--- src/rtl/wb_write_port_arbiter_if.sv ---
// Pipeline-to-writeback bundle: ALU results, MDU issue/result handshake,
// register-file write port and ID-stage hazard query.
interface wb_write_port_arbiter_if #(
  parameter int DATA_W = 32,
  parameter int ADDR_W = 5
);
  logic              alu_wr_valid;
  logic [ADDR_W-1:0] alu_wr_addr;
  logic [DATA_W-1:0] alu_wr_data;
  logic              mdu_req_valid;
  logic [ADDR_W-1:0] mdu_req_addr;
  logic              mdu_wb_valid;
  logic              mdu_wb_ready;
  logic [ADDR_W-1:0] mdu_wb_addr;
  logic [DATA_W-1:0] mdu_wb_data;
  logic              rf_wr_en;
  logic [ADDR_W-1:0] rf_wr_addr;
  logic [DATA_W-1:0] rf_wr_data;
  logic [ADDR_W-1:0] rs;
  logic [ADDR_W-1:0] rt;
  logic              hazard_stall;

  modport master (
    output alu_wr_valid, alu_wr_addr, alu_wr_data,
    output mdu_req_valid, mdu_req_addr,
    output mdu_wb_valid, mdu_wb_addr, mdu_wb_data,
    input  mdu_wb_ready,
    input  rf_wr_en, rf_wr_addr, rf_wr_data,
    output rs, rt,
    input  hazard_stall
  );

  modport slave (
    input  alu_wr_valid, alu_wr_addr, alu_wr_data,
    input  mdu_req_valid, mdu_req_addr,
    input  mdu_wb_valid, mdu_wb_addr, mdu_wb_data,
    output mdu_wb_ready,
    output rf_wr_en, rf_wr_addr, rf_wr_data,
    input  rs, rt,
    output hazard_stall
  );
endinterface

--- src/rtl/wb_write_port_arbiter.sv ---
// Register-file write port owner: ALU results win, buffered MDU results drain
// when the ALU is idle, and a pending-write scoreboard drives the ID hazard stall.
module wb_write_port_arbiter #(
  parameter int DATA_W     = 32,
  parameter int ADDR_W     = 5,
  parameter int FIFO_DEPTH = 4
) (
  input  logic                          clk_i,
  input  logic                          reset_i,
  wb_write_port_arbiter_if.slave        bus,
  output logic [$clog2(FIFO_DEPTH):0]   fifo_count_o,
  output logic                          idle_o
);
  localparam int PTR_W = $clog2(FIFO_DEPTH);
  localparam int CNT_W = PTR_W + 1;
  localparam int NREG  = 1 << ADDR_W;

  logic [DATA_W-1:0] mem_data_q [FIFO_DEPTH];
  logic [ADDR_W-1:0] mem_addr_q [FIFO_DEPTH];
  logic [PTR_W-1:0]  rd_ptr_q, wr_ptr_q;
  logic [CNT_W-1:0]  count_q, count_d;
  logic [NREG-1:0]   pending_q, pending_d;
  logic              rf_wr_en_q;
  logic [ADDR_W-1:0] rf_wr_addr_q;
  logic [DATA_W-1:0] rf_wr_data_q;

  logic              ready;
  logic              push;
  logic              pop;
  logic              alu_wr;
  logic [ADDR_W-1:0] head_addr;

  assign ready     = !reset_i && (count_q < CNT_W'(FIFO_DEPTH));
  // Results for $0 complete the handshake but never occupy a slot.
  assign push      = bus.mdu_wb_valid && ready && (bus.mdu_wb_addr != '0);
  assign alu_wr    = bus.alu_wr_valid && (bus.alu_wr_addr != '0);
  assign pop       = !alu_wr && (count_q != '0);
  assign head_addr = mem_addr_q[rd_ptr_q];

  always_comb begin
    count_d = count_q;
    case ({push, pop})
      2'b10:   count_d = count_q + 1'b1;
      2'b01:   count_d = count_q - 1'b1;
      default: count_d = count_q;
    endcase
  end

  // A new issue to a register outranks retirement of its older result.
  assign pending_d[0] = 1'b0;
  for (genvar gi = 1; gi < NREG; gi++) begin : g_pending
    assign pending_d[gi] = (bus.mdu_req_valid && (bus.mdu_req_addr == ADDR_W'(gi))) ||
                           (pending_q[gi] && !(pop && (head_addr == ADDR_W'(gi))));
  end

  always_ff @(posedge clk_i) begin
    if (push) begin
      mem_data_q[wr_ptr_q] <= bus.mdu_wb_data;
      mem_addr_q[wr_ptr_q] <= bus.mdu_wb_addr;
    end
  end

  always_ff @(posedge clk_i) begin
    if (reset_i) begin
      rd_ptr_q     <= '0;
      wr_ptr_q     <= '0;
      count_q      <= '0;
      pending_q    <= '0;
      rf_wr_en_q   <= 1'b0;
      rf_wr_addr_q <= '0;
      rf_wr_data_q <= '0;
    end else begin
      count_q   <= count_d;
      pending_q <= pending_d;
      if (push) wr_ptr_q <= wr_ptr_q + 1'b1;
      if (pop)  rd_ptr_q <= rd_ptr_q + 1'b1;
      if (alu_wr) begin
        rf_wr_en_q   <= 1'b1;
        rf_wr_addr_q <= bus.alu_wr_addr;
        rf_wr_data_q <= bus.alu_wr_data;
      end else if (pop) begin
        rf_wr_en_q   <= 1'b1;
        rf_wr_addr_q <= head_addr;
        rf_wr_data_q <= mem_data_q[rd_ptr_q];
      end else begin
        rf_wr_en_q   <= 1'b0;
      end
    end
  end

  assign bus.mdu_wb_ready = ready;
  assign bus.rf_wr_en     = rf_wr_en_q;
  assign bus.rf_wr_addr   = rf_wr_addr_q;
  assign bus.rf_wr_data   = rf_wr_data_q;
  assign bus.hazard_stall = !reset_i && (pending_q[bus.rs] || pending_q[bus.rt]);
  assign fifo_count_o     = count_q;
  assign idle_o           = (count_q == '0) && (pending_q == '0);
endmodule

--- src/flat_wrapper.sv ---
// flat-port wrapper written by rule: the top's interface ports become plain ports
module wb_write_port_arbiter_flat 
#(
  parameter int DATA_W     = 32,
  parameter int ADDR_W     = 5,
  parameter int FIFO_DEPTH = 4
)
  (clk_i, reset_i, fifo_count_o, idle_o, bus_alu_wr_valid, bus_alu_wr_addr, bus_alu_wr_data, bus_mdu_req_valid, bus_mdu_req_addr, bus_mdu_wb_valid, bus_mdu_wb_addr, bus_mdu_wb_data, bus_mdu_wb_ready, bus_rf_wr_en, bus_rf_wr_addr, bus_rf_wr_data, bus_rs, bus_rt, bus_hazard_stall);
  wb_write_port_arbiter_if #(.DATA_W(DATA_W), .ADDR_W(ADDR_W)) bus_i ();
  input  logic clk_i;
  input  logic reset_i;
  output logic [$clog2(FIFO_DEPTH):0] fifo_count_o;
  output logic idle_o;
  input wire logic [$bits(bus_i.alu_wr_valid)-1:0] bus_alu_wr_valid;
  input wire logic [$bits(bus_i.alu_wr_addr)-1:0] bus_alu_wr_addr;
  input wire logic [$bits(bus_i.alu_wr_data)-1:0] bus_alu_wr_data;
  input wire logic [$bits(bus_i.mdu_req_valid)-1:0] bus_mdu_req_valid;
  input wire logic [$bits(bus_i.mdu_req_addr)-1:0] bus_mdu_req_addr;
  input wire logic [$bits(bus_i.mdu_wb_valid)-1:0] bus_mdu_wb_valid;
  input wire logic [$bits(bus_i.mdu_wb_addr)-1:0] bus_mdu_wb_addr;
  input wire logic [$bits(bus_i.mdu_wb_data)-1:0] bus_mdu_wb_data;
  output wire logic [$bits(bus_i.mdu_wb_ready)-1:0] bus_mdu_wb_ready;
  output wire logic [$bits(bus_i.rf_wr_en)-1:0] bus_rf_wr_en;
  output wire logic [$bits(bus_i.rf_wr_addr)-1:0] bus_rf_wr_addr;
  output wire logic [$bits(bus_i.rf_wr_data)-1:0] bus_rf_wr_data;
  input wire logic [$bits(bus_i.rs)-1:0] bus_rs;
  input wire logic [$bits(bus_i.rt)-1:0] bus_rt;
  output wire logic [$bits(bus_i.hazard_stall)-1:0] bus_hazard_stall;
  assign bus_i.alu_wr_valid = bus_alu_wr_valid;
  assign bus_i.alu_wr_addr = bus_alu_wr_addr;
  assign bus_i.alu_wr_data = bus_alu_wr_data;
  assign bus_i.mdu_req_valid = bus_mdu_req_valid;
  assign bus_i.mdu_req_addr = bus_mdu_req_addr;
  assign bus_i.mdu_wb_valid = bus_mdu_wb_valid;
  assign bus_i.mdu_wb_addr = bus_mdu_wb_addr;
  assign bus_i.mdu_wb_data = bus_mdu_wb_data;
  assign bus_mdu_wb_ready = bus_i.mdu_wb_ready;
  assign bus_rf_wr_en = bus_i.rf_wr_en;
  assign bus_rf_wr_addr = bus_i.rf_wr_addr;
  assign bus_rf_wr_data = bus_i.rf_wr_data;
  assign bus_i.rs = bus_rs;
  assign bus_i.rt = bus_rt;
  assign bus_hazard_stall = bus_i.hazard_stall;
  wb_write_port_arbiter #(.DATA_W(DATA_W), .ADDR_W(ADDR_W), .FIFO_DEPTH(FIFO_DEPTH)) u_core (.clk_i(clk_i), .reset_i(reset_i), .bus(bus_i), .fifo_count_o(fifo_count_o), .idle_o(idle_o));
endmodule
--- config.mk ---
export PLATFORM = sky130hd
export DESIGN_NAME = wb_write_port_arbiter_flat
export DESIGN_NICKNAME = d
export VERILOG_FILES = /design/src/rtl/wb_write_port_arbiter_if.sv /design/src/rtl/wb_write_port_arbiter.sv /design/src/flat_wrapper.sv
export SDC_FILE = /design/constraint.sdc
export NUM_CORES = 1
export LEC_CHECK = 0
export BUFFER_PORTS_ARGS = -buffer_cell sky130_fd_sc_hd__buf_2
export CORE_MARGIN = 2
export CORE_UTILIZATION = 45
export DETAILED_ROUTE_END_ITERATION = 10
export PLACE_DENSITY = 0.65
export SETUP_SLACK_MARGIN = 0.5
export SLEW_MARGIN = 25
export SYNTH_ARGS = -nofsm -noshare
export SYNTH_HDL_FRONTEND = slang
export SYNTH_SLANG_ARGS = --single-unit
--- constraint.sdc ---
create_clock -name clk_i -period 4.4 [get_ports clk_i]
set_input_delay 0.44 -clock clk_i [delete_from_list [all_inputs] [get_ports clk_i]]
set_output_delay 0.44 -clock clk_i [all_outputs]
set_load 0.02 [all_outputs]
-- Yosys cells after proc, flatten, opt, wreduce, memory -nomap -nowiden
Memory sizes are Yosys's and may differ from the RTL's. A register that Yosys moved wholly into a read port is not among the register bits.
Cells that the tools add are included.
- bits in registers: 77
- RAM bits: 148
- input port bits: 94
- output and inout bits: 44
- memories: 2
- $add $sub $neg: 4
- magnitude comparators: 3
- equal/unequal tests: 64
- muxes and demuxes: 17
- reduce and logical (&&, ||, !) cells: 172
- memory list (memory ; depth ; bits a word ; rd ports ; clocked after memory_dff ; wr ports ; line ; RTL):
    u_core.mem_data_q ; 4 ; 32 ; 1 ; 1 ; 1 ; wb_write_port_arbiter.sv:18 ; logic [DATA_W-1:0] mem_data_q [FIFO_DEPTH];
    u_core.mem_addr_q ; 4 ; 5 ; 1 ; 1 ; 1 ; wb_write_port_arbiter.sv:19 ; logic [ADDR_W-1:0] mem_addr_q [FIFO_DEPTH];
- operators with widths (cell ; number):
    equality test 5 bit, second input constant ; 32
    logical AND 1 bit ; 100
    equality test 5 x 4 -> 1 bit, second input constant ; 16
    2-to-1 mux 32 bit ; 2
    equality test 5 x 3 -> 1 bit, second input constant ; 8
    logical NOT 1 bit ; 33
    logical NOT 32 bit ; 1
    logical OR 1 bit ; 32
    equality test 5 x 2 -> 1 bit, second input constant ; 4
    less-than comparator 5 x 6 -> 1 bit, second input constant ; 2
    binary-select mux 1 bit (select 5 bit) ; 2
    equality test 5 x 1 -> 1 bit, second input constant ; 2
    2-to-1 mux 5 bit ; 2
    nonzero test 5 bit ; 2
    2-to-1 mux 2 bit ; 4
    2-to-1 mux 1 bit ; 6
    one-hot mux 3 bit (2 select lines) ; 1
    adder 2 x 1 -> 2 bit, second input constant ; 2
    nonzero test 2 bit ; 2
    adder 3 x 1 -> 3 bit, second input constant ; 1
    logical NOT 3 bit ; 1
    less-than comparator 3 bit, second input constant ; 1
    nonzero test 3 bit ; 1
    subtractor 3 x 1 -> 3 bit, second input constant ; 1
    other kinds (2) ; 2

-- Depth between registers and ports, before layout
Gate-level depths: netlist of run 1.
- depth in word-level cells: 8
- gate-level depth with buffers: 11
- gate-level depth less buffers: 10

-- Worst setup path before layout of run 1
OpenSTA, ideal clock, no wires.
- kind: input port to flip-flop
- start point: in reset_i
- end point: mem u_core.mem_addr_q[0][0], enable pin
- setup time: 0.398 ns
- arrival time: 2.353 ns
- setup slack: 1.649 ns
- stages on the path: 5
- path buffers: 1
- cells stage by stage: clkbuf_1 nor2_1 nand2_1 a21oi_1 and2_1
- cells in the longest elaborated chain, start to end: 6
- RTL lines (item ; line ; RTL):
    from (decl) ; flat_wrapper.sv:11 ; input logic reset_i;
    logical NOT 1 bit ; wb_write_port_arbiter.sv:33 ; assign ready = !reset_i && (count_q < CNT_W'(FIFO_DEPTH));
    logical AND 1 bit ; wb_write_port_arbiter.sv:33 ;
    named net bus_mdu_wb_ready ; flat_wrapper.sv:22 ; output wire logic [$bits(bus_i.mdu_wb_ready)-1:0] bus_mdu_wb_ready;
    logical AND 1 bit (2 in a row) ; wb_write_port_arbiter.sv:35 ; assign push = bus.mdu_wb_valid && ready && (bus.mdu_wb_addr != '0);
    2-to-1 mux 1 bit ; wb_write_port_arbiter.sv:57 ; if (push) begin
    2-to-1 mux 1 bit (not written as such) ; wb_write_port_arbiter.sv:59 ; mem_addr_q[wr_ptr_q] <= bus.mdu_wb_addr;
    to (decl) ; wb_write_port_arbiter.sv:19 ;
The timed path passes the listed nets, and every way through them passes these cells.

-- Worst setup path in the final report of run 1
- start point: reg u_core.pending_q[28]
- end point: out bus_hazard_stall
- cells in the longest elaborated chain, start to end: 4
- RTL lines (item ; line ; RTL):
    from (decl) ; wb_write_port_arbiter.sv:22 ; logic [NREG-1:0] pending_q, pending_d;
    from (signal assigned) ; wb_write_port_arbiter.sv:74 ; pending_q <= pending_d;
    binary-select mux 1 bit (select 5 bit) ; wb_write_port_arbiter.sv:95 ; assign bus.hazard_stall = !reset_i && (pending_q[bus.rs] || pending_q[bus.rt]);
    2-to-1 mux 1 bit (not written as such) ; wb_write_port_arbiter.sv:95 ;
    logical OR 1 bit * ; wb_write_port_arbiter.sv:95 ;
    logical AND 1 bit * ; wb_write_port_arbiter.sv:95 ;
    to (decl) ; flat_wrapper.sv:28 ; output wire logic [$bits(bus_i.hazard_stall)-1:0] bus_hazard_stall;
Every way passes the cells marked *; elsewhere a longest branch is shown, timed or not. The select of a mux whose other input is x is not followed.

==> reports/results.ini, run 1 <==
[run_status]
status = completed

[floorplan]
floorplan.die.width_microns = 148
die_y_microns = 148
top_level_ports = 138
core_region_area_sq_mm = 0.0203
floorplan.initialDensity_pct = 46.1
placement_rows = 52
die-area_sq_mm = 0.0219

[sta]
clock-skew-final_ns = 0.00748
post-route-period-util_pct = 61.7
worst_slew_pin_slew_ns = 1.03
report.final.slew_viol_count = 0
max_clock_freq_ghz = 0.368
grt_setup_unrepaired = false
setup_viol = 0
hold_viol_final = 0
fin_setup_tns_ns = 0
fin_crit_ns = 2.72
worst_slew_margin_rel_pct = 31.0

[pwr]
total_power_w = 0.00587
irDropWorstVdd_v = 0.000344
pwr_density_cell_mw_per_mm2 = 533
total_leakage_power_nw = 3.86

[clocking]
clock-root-buffer = sky130_fd_sc_hd__clkbuf_16
tritoncts.num_buffers = 23
cts_tree = yes
clkTransAtPathRegs_ns = 0.06
postCtsSetupBuffers = 0
worst_skew_pair.late_latency_ns = 0.51
cts.path.max_buffers = 3
htreeDepth = 1
cts_hold_repair.buffers = 0
cts_resized = 0
cts_num_sinks = 226

[synthesis]
yosys.area.top_type_share_pct = 47.5
synth_ff_type = sky130_fd_sc_hd__edfxtp_1
asyncSetResetFlopFracSynth_pct = 0
ys_top_cells_by_area = sky130_fd_sc_hd__edfxtp_1 (48%), sky130_fd_sc_hd__dfxtp_1 (17%), sky130_fd_sc_hd__mux4_2 (12%), sky130_fd_sc_hd__nand2_1 (5.1%), sky130_fd_sc_hd__a311oi_1 (3.5%)
synth_warnings = 0
synthesis.nets = 803
netlist_area_sq_mm = 0.00935
synth_top_area_cell = sky130_fd_sc_hd__edfxtp_1
yosysMostFrequentCell = sky130_fd_sc_hd__edfxtp_1
synth_cell_type_count = 44
sequential_share_of_the_synthesized_area_pct = 64.2
synth.ff_latch_count = 226
synthCells = 703
synth_edf_count = 148
list_of_most_frequent_post_synthesis_cells = sky130_fd_sc_hd__edfxtp_1 (148), sky130_fd_sc_hd__nand2_1 (128), sky130_fd_sc_hd__dfxtp_1 (78)
synth_area_per_cell_sq_um = 13.3

[setup_path]
critical_path.max_fanout = 4
worstSetupStartpointType = flop
ff2ff_path_depth = 4
worst-endpoint-required_ns = 3.96
crit_type = reg2out
worst-endpoint-arrival_ns = 2.28
endpoint_kind = output port

[place]
hpwl_microns = 14500
gp_congestion = 0.827
count_of_buffers_inserted_at_the_top_level_ports = 137

[detailed_routing]
detail_route.drc_violations = 0
drt-wirelength-per-cell_microns = 19.8
sum_of_routed_wire_length_over_all_layers_microns = 22200
ant_nets = 0
first_pass_iters = 4
dr.first_iter.drc_count = 507
post_drt_via_cell_ratio = 5.59
route.vias.total = 6259

[hold_path]
holdCritPathClass = in2reg
min_path_cells = 1

[global_route]
grt_pass1_wl_microns = 34300
antenna_violations_before_repair = 2
grt_max_degree = 81
grt-ovfl-total = 0
vias_in_the_first_global_route = 6135
gr-usage-all-layers_pct = 20.1

[finish]
net_count_reported_at_finish = 931
syn_to_final_growth_pct = 17.8
fraction_of_layout_cells_with_a_size_suffix_above_1_pct = 28.5
num-fill-cells = 1744

[job]
timing.max_cap.violations = 0

## layout by cell type (no fill, tap or decap), types with 4 or more instances in the layout
master / netlist / routed
sky130_fd_sc_hd__a21oi_1: 39 / 39
sky130_fd_sc_hd__a311oi_1: 37 / 37
sky130_fd_sc_hd__and2_1: 8 / 4
sky130_fd_sc_hd__buf_2: 14 / 137
sky130_fd_sc_hd__buf_4: 3 / 8
sky130_fd_sc_hd__clkbuf_16: 0 / 23
sky130_fd_sc_hd__clkinv_1: 0 / 4
sky130_fd_sc_hd__clkinv_2: 0 / 5
sky130_fd_sc_hd__dfxtp_1: 78 / 76
sky130_fd_sc_hd__edfxtp_1: 148 / 148
sky130_fd_sc_hd__ha_1: 5 / 5
sky130_fd_sc_hd__inv_1: 7 / 7
sky130_fd_sc_hd__mux2i_1: 9 / 9
sky130_fd_sc_hd__mux4_2: 48 / 48
sky130_fd_sc_hd__nand2_1: 128 / 128
sky130_fd_sc_hd__nand2b_1: 6 / 6
sky130_fd_sc_hd__nand4_1: 5 / 5
sky130_fd_sc_hd__nor2_1: 55 / 55
sky130_fd_sc_hd__nor2b_1: 6 / 6
sky130_fd_sc_hd__nor3_1: 6 / 5
sky130_fd_sc_hd__nor4_1: 8 / 8
sky130_fd_sc_hd__o21ai_0: 31 / 31
## logic make-up (layout without fill, tap and decap cells)
logic type / count (synthesis) / count (layout) / share of synthesized area (%)
buffers and inverters: 49 / 194 / 2.27
flip-flops: 226 / 226 / 64.2
other: 0 / 2 / 0
multiplexers: 57 / 57 / 12.5
adder cells (fa/ha/maj): 6 / 6 / 0.883
XOR/XNOR: 5 / 5 / 0.468
AO/OA/AOI/OAI: 120 / 120 / 8.31
AND/OR/NAND/NOR: 240 / 240 / 11.3
## critical path: stages (launching register included)
cell,delay [ns]
sky130_fd_sc_hd__dfxtp_1,0.34
sky130_fd_sc_hd__mux4_2,0.46
sky130_fd_sc_hd__and4b_1,0.21
sky130_fd_sc_hd__a21oi_1,0.10
sky130_fd_sc_hd__a41oi_1,0.11
sky130_fd_sc_hd__or3_1,0.39
sky130_fd_sc_hd__buf_2,0.16
## where the power goes
group | internal, W | switching [W] | total, W | leakage (nW)
Clock | 0.00113 | 0.000786 | 0.00191 | 0.367
Combinational | 0.000524 | 0.000916 | 0.00144 | 1.50
Sequential | 0.00242 | 0.0000988 | 0.00252 | 1.98
## flip-flops by register name, indices dropped and copies added (netlist names), named ones only
| signal | cells |
|---|---|
| u_core.bus.rf_wr_addr | 5 |
| u_core.bus.rf_wr_data | 32 |
| u_core.bus.rf_wr_en | 1 |
| u_core.fifo_count_o | 3 |
| u_core.mem_addr_q | 20 |
| u_core.mem_data_q | 128 |
| u_core.pending_q | 31 |
| u_core.rd_ptr_q | 2 |
| u_core.wr_ptr_q | 2 |
## layer usage
| layer | global-route usage, % | wire length [microns] | vias up |
|---|---|---|---|
| li1 | - | - | 2923 |
| met3 | 3.28 | 1350 | 22 |
| met1 | 28.1 | 9680 | 3100 |
| met5 | 0 | 0 | - |
| met2 | 33.1 | 10900 | 214 |
| met4 | 4.81 | 321 | 0 |
## stage by stage
step                      cell area, sq um  instances  hold WS, ns  util (%)  worst slack, ns
after floorplan                       9350        703        0.473         -             1.65
after global placement               10300       1076        0.461      50.5             1.49
after detailed placement             10300       1076        0.465      50.5             1.51
after CTS                            11000       1118        0.130      54.2             1.66
after global routing                 11000       1120        0.139      54.2             1.58
final                                11000       1120        0.150      54.2             1.68
## final timing paths
kind | startpoint | to | slack [ns]
worst min register to register | u_core.bus.rf_wr_data[12] | u_core.bus.rf_wr_data[12] | 0.48
worst min-delay path | bus_mdu_wb_data[19] | u_core.mem_data_q[1][19] | 0.15
worst max register to register | u_core.fifo_count_o[2] | u_core.mem_data_q[3][29] | 2.03
worst max-delay path | u_core.pending_q[28] | bus_hazard_stall | 1.68
## final cells by class
class | count | area (sq um) | area share (%)
timing repair buffer | 145 | 746 | 6.77
antenna | 2 | 5.00 | 0.0454
clock buffer | 29 | 628 | 5.70
sequential | 226 | 6010 | 54.6
clock inverter | 13 | 116 | 1.06
inverter | 7 | 26.3 | 0.239
multi-input combinational | 428 | 3140 | 28.6
tap | 270 | 338 | 3.07
(Power assumes the default switching activity.)
==> run 2: changes to the inputs <==
--- a/config.mk
+++ b/config.mk
@@ -9,7 +9,7 @@
 export CORE_MARGIN = 2
 export CORE_UTILIZATION = 45
 export DETAILED_ROUTE_END_ITERATION = 10
-export PLACE_DENSITY = 0.65
+export PLACE_DENSITY = 0.68
 export SETUP_SLACK_MARGIN = 0.5
 export SLEW_MARGIN = 25
 export SYNTH_ARGS = -nofsm -noshare
==> constraint.sdc (replaced) <==
create_clock -name clk_i -period 2.47 [get_ports clk_i]
set_input_delay 0.247 -clock clk_i [delete_from_list [all_inputs] [get_ports clk_i]]
set_output_delay 0.247 -clock clk_i [all_outputs]
set_load 0.02 [all_outputs]
==> reports/results.ini, run 2 (synthesis gave the netlist of run 1 again) <==
[finish]
largest_register_ff_count = 128  ; unchanged
antenna_cells_inserted = 0  ; -2
num-fill-cells = 1647  ; -5.6%
post_layout_nonfiller_instances = 1194  ; +6.6%
net_count_reported_at_finish = 1006  ; +8.1%
post-route-util_pct = 58.0  ; +3.8 points
area_of_the_multi_input_gates_sq_mm = 0.00324  ; +3.2%
most-common-layout-cells = sky130_fd_sc_hd__edfxtp_1 (148), sky130_fd_sc_hd__buf_2 (136), sky130_fd_sc_hd__nand2_1 (128)
mostFrequentLayoutCell = sky130_fd_sc_hd__edfxtp_1
most_flops_register = u_core.mem_data_q
fraction_of_layout_cells_with_a_size_suffix_above_1_pct = 29.8  ; +1.2 points
regArea_sq_mm = 0.00602  ; +0.19%
syn_to_final_growth_pct = 26.0

[sta]
hold_viol_final = 0  ; unchanged
grt_setup_unrepaired = true
worst_slack_ns = 0.00628  ; -1.68 ns
fin_crit_ns = 2.46
worst_slew_pin_slew_ns = 0.694  ; -0.340 ns
whs_ns = 0.0203  ; -0.130 ns
clock-skew-final_ns = 0.0221  ; +0.0146 ns
worst_slew_margin_rel_pct = 53.7  ; +23 points
report.final.slew_viol_count = 0  ; unchanged
setup_viol = 0  ; unchanged
post-route-period-util_pct = 99.7
max_clock_freq_ghz = 0.406

[floorplan]
placement_rows = 52  ; unchanged
floorplan.die.width_microns = 148  ; unchanged
floorplan.initialDensity_pct = 46.1  ; unchanged
top_level_ports = 138  ; unchanged
core_region_area_sq_mm = 0.0203  ; unchanged
die-area_sq_mm = 0.0219  ; unchanged
die_y_microns = 148  ; unchanged

[detailed_routing]
drt-wirelength-per-cell_microns = 19.2  ; -3.2%
route.vias.total = 6632  ; +6.0%
dr.first_iter.drc_count = 614  ; +21%
post_drt_via_cell_ratio = 5.55  ; -0.61%
first_pass_iters = 5  ; +1
sum_of_routed_wire_length_over_all_layers_microns = 22900  ; +3.2%
ant_nets = 0  ; unchanged
detail_route.drc_violations = 0  ; unchanged

[setup_path]
worst_path_max_delay_cell = sky130_fd_sc_hd__mux4_2
critical_path.max_fanout = 4  ; unchanged
worstSetupStartpointType = flop
worst-endpoint-required_ns = 2.22  ; -1.74 ns
worst_path_largest_cell_delay_ns = 0.46  ; about the same
endpoint_kind = output port
crit_type = reg2out
worst-endpoint-arrival_ns = 2.22  ; -0.06 ns
critical_path.cell_chain = mux4_2, and4b_1, a21oi_1, a41oi_1, or3_1, buf_6

[global_route]
grt-ovfl-total = 0  ; unchanged
antenna_violations_before_repair = 0  ; -2
vias_in_the_first_global_route = 6628  ; +8.0%
grt_max_degree = 63  ; -22%
gr-usage-all-layers_pct = 20.1  ; +0.070 points
grt_pass1_wl_microns = 35000  ; +1.8%

[place]
hpwl_microns = 13900  ; -4.0%
gp_congestion = 0.853  ; +3.2%
preCtsSetupSlack_ns = 0.0438  ; -1.46 ns
dp_cells = 1082  ; +0.56%
count_of_buffers_inserted_at_the_top_level_ports = 137  ; unchanged

[pwr]
irDropWorstVdd_v = 0.000579  ; +69%
total_power_w = 0.0106  ; +81%
pwr_density_cell_mw_per_mm2 = 902  ; +69%
total_leakage_power_nw = 4.18  ; +8.5%

[clocking]
clock-root-buffer = sky130_fd_sc_hd__clkbuf_16
tritoncts.num_buffers = 24  ; +4.3%
clkTransAtPathRegs_ns = 0.06  ; about the same
cts.path.max_buffers = 3  ; unchanged
cts_num_sinks = 226  ; unchanged
cts_tree = yes
worst_skew_pair.late_latency_ns = 0.53  ; +0.02 ns
htreeDepth = 1  ; unchanged

[job]
timing.max_cap.violations = 0  ; unchanged

[run_status]
status = completed

[hold_path]
holdCritPathClass = in2reg

## run 2: cell types whose count changed in the layout (fill, tap and decap cells not counted), sizes merged, moves of 2 or more
cell and delta:
clkbuf +5, buf +14, dlygate4sd3 +56, diode -2, bufinv -2, and2 +4
## run 2: final timing paths
check	cells after the start	from	slack, ns	endpoint
max	6	u_core.pending_q[24]	0.006	bus_hazard_stall
min reg2reg	2	u_core.bus.rf_wr_data[27]	0.48	u_core.bus.rf_wr_data[27]
min	3	bus_alu_wr_data[27]	0.02	u_core.bus.rf_wr_data[27]
max reg2reg	8	u_core.fifo_count_o[1]	0.55	u_core.fifo_count_o[2]
## run 2: where the power goes
group          total, W  switching, W  internal [W]
logic           0.00287       0.00172       0.00116
registers       0.00447      0.000160       0.00431
clock network   0.00328       0.00143       0.00185
## run 2: metrics by stage
step           area [sq um]  TNS [ns]
2_1_floorplan          9380         0
3_3_place_gp          10300         0
3_5_place_dp          10300         0
4_1_cts               11700  -0.00358
5_1_grt               11800   -0.0815
6_report              11800         0
## run 2: critical path, delay by kind of cell, from the launching register on
kind,cells,cell delay [ns]
AOI/OAI and AO/OA,2,0.23
buffers and inverters,1,0.14
DFF,1,0.34
muxes,1,0.46
and+or+nand+nor,2,0.53
## run 2: final cells by class
cell class                      instances  area share [%]
Timing Repair Buffer                  215            12.1
Tap cell                              270            2.87
Clock buffer                           34            5.50
Clock inverter                         10           0.648
Inverter                                7           0.223
Sequential cell                       226            51.1
Multi-Input combinational cell        432            27.5
## run 2: timing repair
| item | in CTS | in global routing |
|---|---|---|
| pin swaps | 6 | 9 |
| setup endpoints to repair | 18 | 182 |
| hold endpoints to repair | 167 | 0 |
| buffers inserted | 1 | 7 |
| hold buffers | 56 | 0 |
| gates cloned | 0 | 4 |
| resized for setup | 16 | 16 |
## run 2: metal layers
metal	wire, microns	track usage [%]
met4	473	5.29
met5	0	0
met3	1550	3.59
met2	11200	34.3
met1	9670	26.9
==> run 3: changes to the inputs <==
==> constraint.sdc (replaced) <==
create_clock -name clk_i -period 2.47 [get_ports clk_i]
set_input_delay 0.1235 -clock clk_i [delete_from_list [all_inputs] [get_ports clk_i]]
set_output_delay 0.1235 -clock clk_i [all_outputs]
set_load 0.02 [all_outputs]
==> reports/results.ini, run 3 (synthesis gave the netlist of run 1 again) <==
[clocking]
worst_skew_pair.late_latency_ns = 0.50  ; -0.03 ns
htreeDepth = 1  ; unchanged
clock-root-buffer = sky130_fd_sc_hd__clkbuf_16
cts_tree = yes
cts_num_sinks = 226  ; unchanged
cts.path.max_buffers = 3  ; unchanged
clkTransAtPathRegs_ns = 0.06  ; about the same
tritoncts.num_buffers = 23  ; -4.2%

[detailed_routing]
post_drt_via_cell_ratio = 5.46  ; -1.6%
sum_of_routed_wire_length_over_all_layers_microns = 22900  ; -0.24%
route.vias.total = 6611  ; -0.32%
detail_route.drc_violations = 0  ; unchanged
ant_nets = 0  ; unchanged
first_pass_iters = 5  ; unchanged
drt-wirelength-per-cell_microns = 18.9  ; -1.6%
dr.first_iter.drc_count = 425  ; -31%

[setup_path]
crit_type = reg2out
worst-endpoint-arrival_ns = 2.25  ; +0.03 ns
critical_path.max_fanout = 3  ; -1
worst-endpoint-required_ns = 2.35  ; +0.13 ns
worstSetupStartpointType = flop
startpoint = u_core.pending_q[29]
endpoint_kind = output port
timing.rr.start = u_core.fifo_count_o[2]

[place]
dp_cells = 1084  ; +0.18%
preCtsSetupSlack_ns = 0.0971  ; +0.0532 ns
post_dp_cell_area_sq_mm = 0.0104  ; +0.58%
gp_congestion = 0.823  ; -3.5%
hpwl_microns = 14100  ; +1.4%
count_of_buffers_inserted_at_the_top_level_ports = 137  ; unchanged

[floorplan]
die_y_microns = 148  ; unchanged
floorplan.initialDensity_pct = 46.1  ; unchanged
floorplan.die.width_microns = 148  ; unchanged
core_region_area_sq_mm = 0.0203  ; unchanged
placement_rows = 52  ; unchanged
top_level_ports = 138  ; unchanged
die-area_sq_mm = 0.0219  ; unchanged

[sta]
hold_viol_final = 0  ; unchanged
clock-skew-final_ns = 0.00811  ; -0.0140 ns
worst_slew_pin_slew_ns = 0.923  ; +0.229 ns
post-route-period-util_pct = 96.0  ; -3.7 points
fin_setup_tns_ns = 0  ; unchanged
fin_crit_ns = 2.37  ; -0.0916 ns
worst_slack_ns = 0.0979  ; +0.0916 ns
setup_viol = 0  ; unchanged
report.final.slew_viol_count = 0  ; unchanged
max_clock_freq_ghz = 0.422  ; +3.9%
worst_slew_margin_rel_pct = 38.5  ; -15 points
grt_setup_unrepaired = true

[finish]
net_count_reported_at_finish = 1023  ; +1.7%
most-common-layout-cells = sky130_fd_sc_hd__edfxtp_1 (148), sky130_fd_sc_hd__buf_2 (135), sky130_fd_sc_hd__nand2_1 (128)
post_layout_nonfiller_instances = 1210  ; +1.3%
syn_to_final_growth_pct = 28.4
largest_register_ff_count = 128  ; unchanged
mostFrequentLayoutCell = sky130_fd_sc_hd__edfxtp_1
antenna_cells_inserted = 0  ; unchanged
fraction_of_layout_cells_with_a_size_suffix_above_1_pct = 30.1  ; +0.34 points
most_flops_register = u_core.mem_data_q
finalInstanceArea_sq_mm = 0.0120  ; +1.9%

[hold_path]
holdCritPathClass = in2reg
min_from = bus_alu_wr_data[15]

[global_route]
grt_max_degree = 81  ; +29%
grt_pass1_wl_microns = 35500  ; +1.4%
grt-ovfl-total = 0  ; unchanged
gr-usage-all-layers_pct = 20.5  ; +0.40 points
vias_in_the_first_global_route = 6574  ; -0.81%
antenna_violations_before_repair = 0  ; unchanged

[pwr]
total_leakage_power_nw = 4.28  ; +2.3%
total_power_w = 0.0106  ; about the same
irDropWorstVdd_v = 0.000703  ; +21%
pwr_density_cell_mw_per_mm2 = 886  ; -1.8%

[job]
timing.max_cap.violations = 0  ; unchanged

[run_status]
status = completed

run 3: changes by cell type in the layout (fill, tap and decap cells not counted), sizes merged, moves of 3 or more:
| cell | change |
|---|---|
| and2 | -4 |
| buf | +5 |
| clkbuf | -3 |
| dlygate4sd3 | +17 |
run 3: routing by layer:
| layer | share of wire [%] | global-route usage, % | vias to the layer above |
|---|---|---|---|
| li1 | - | - | 3097 |
| met1 | 42 | 26.6 | 3263 |
| met2 | 50 | 35.6 | 209 |
| met3 | 5.3 | 3.53 | 42 |
| met4 | 2.6 | 6.38 | 0 |
| met5 | 0 | 0 | - |
run 3: what timing repair did:
item                                    CTS  global route
pin swaps                                 3            15
hold buffers                             73             0
setup buffers                             2             9
hold endpoints to repair                184             0
gates resized for setup                  11            27
endpoints found under the setup margin   32            52
cloned                                    0             0
run 3: where the power goes:
group / total (W) / internal (W) / switching (W)
Combinational: 0.00292 / 0.00120 / 0.00172
Clock: 0.00323 / 0.00185 / 0.00137
Sequential: 0.00449 / 0.00432 / 0.000173
run 3: cell type report:
class                      count  area [sq um]
fill                        1600          8290
multi-input combinational    428          3240
clock inverter                11          81.3
tap                          270           338
inverter                       7          26.3
timing repair buffer         237          1690
sequential                   226          6020
clock buffer                  31           616
run 3: per-stage QoR:
stage / hold slack [ns] / utilization [%]
after floorplan: 0.222 / -
after global placement: 0.339 / 51.2
after detailed placement: 0.340 / 51.2
after CTS: 0.000125 / 58.5
after global routing: 0.00498 / 59.1
final: 0.00912 / 59.1
run 3: path summary, 6_finish.rpt:
path	end	slack, ns	cells after the start
setup reg to reg	u_core.fifo_count_o[2]	0.54	8
setup / recovery	bus_hazard_stall	0.1	6
hold reg to reg	u_core.bus.rf_wr_data[18]	0.48	2
hold / removal	u_core.bus.rf_wr_data[15]	0.009	3
run 3: worst max-delay path, cell delays in order, from the launching register on:
cell and delay, ns:
sky130_fd_sc_hd__dfxtp_2 0.33, sky130_fd_sc_hd__mux4_2 0.45, sky130_fd_sc_hd__and4b_1 0.19, sky130_fd_sc_hd__a21oi_2 0.11, sky130_fd_sc_hd__a41oi_2 0.13, sky130_fd_sc_hd__or3_1 0.40
sky130_fd_sc_hd__buf_6 0.14
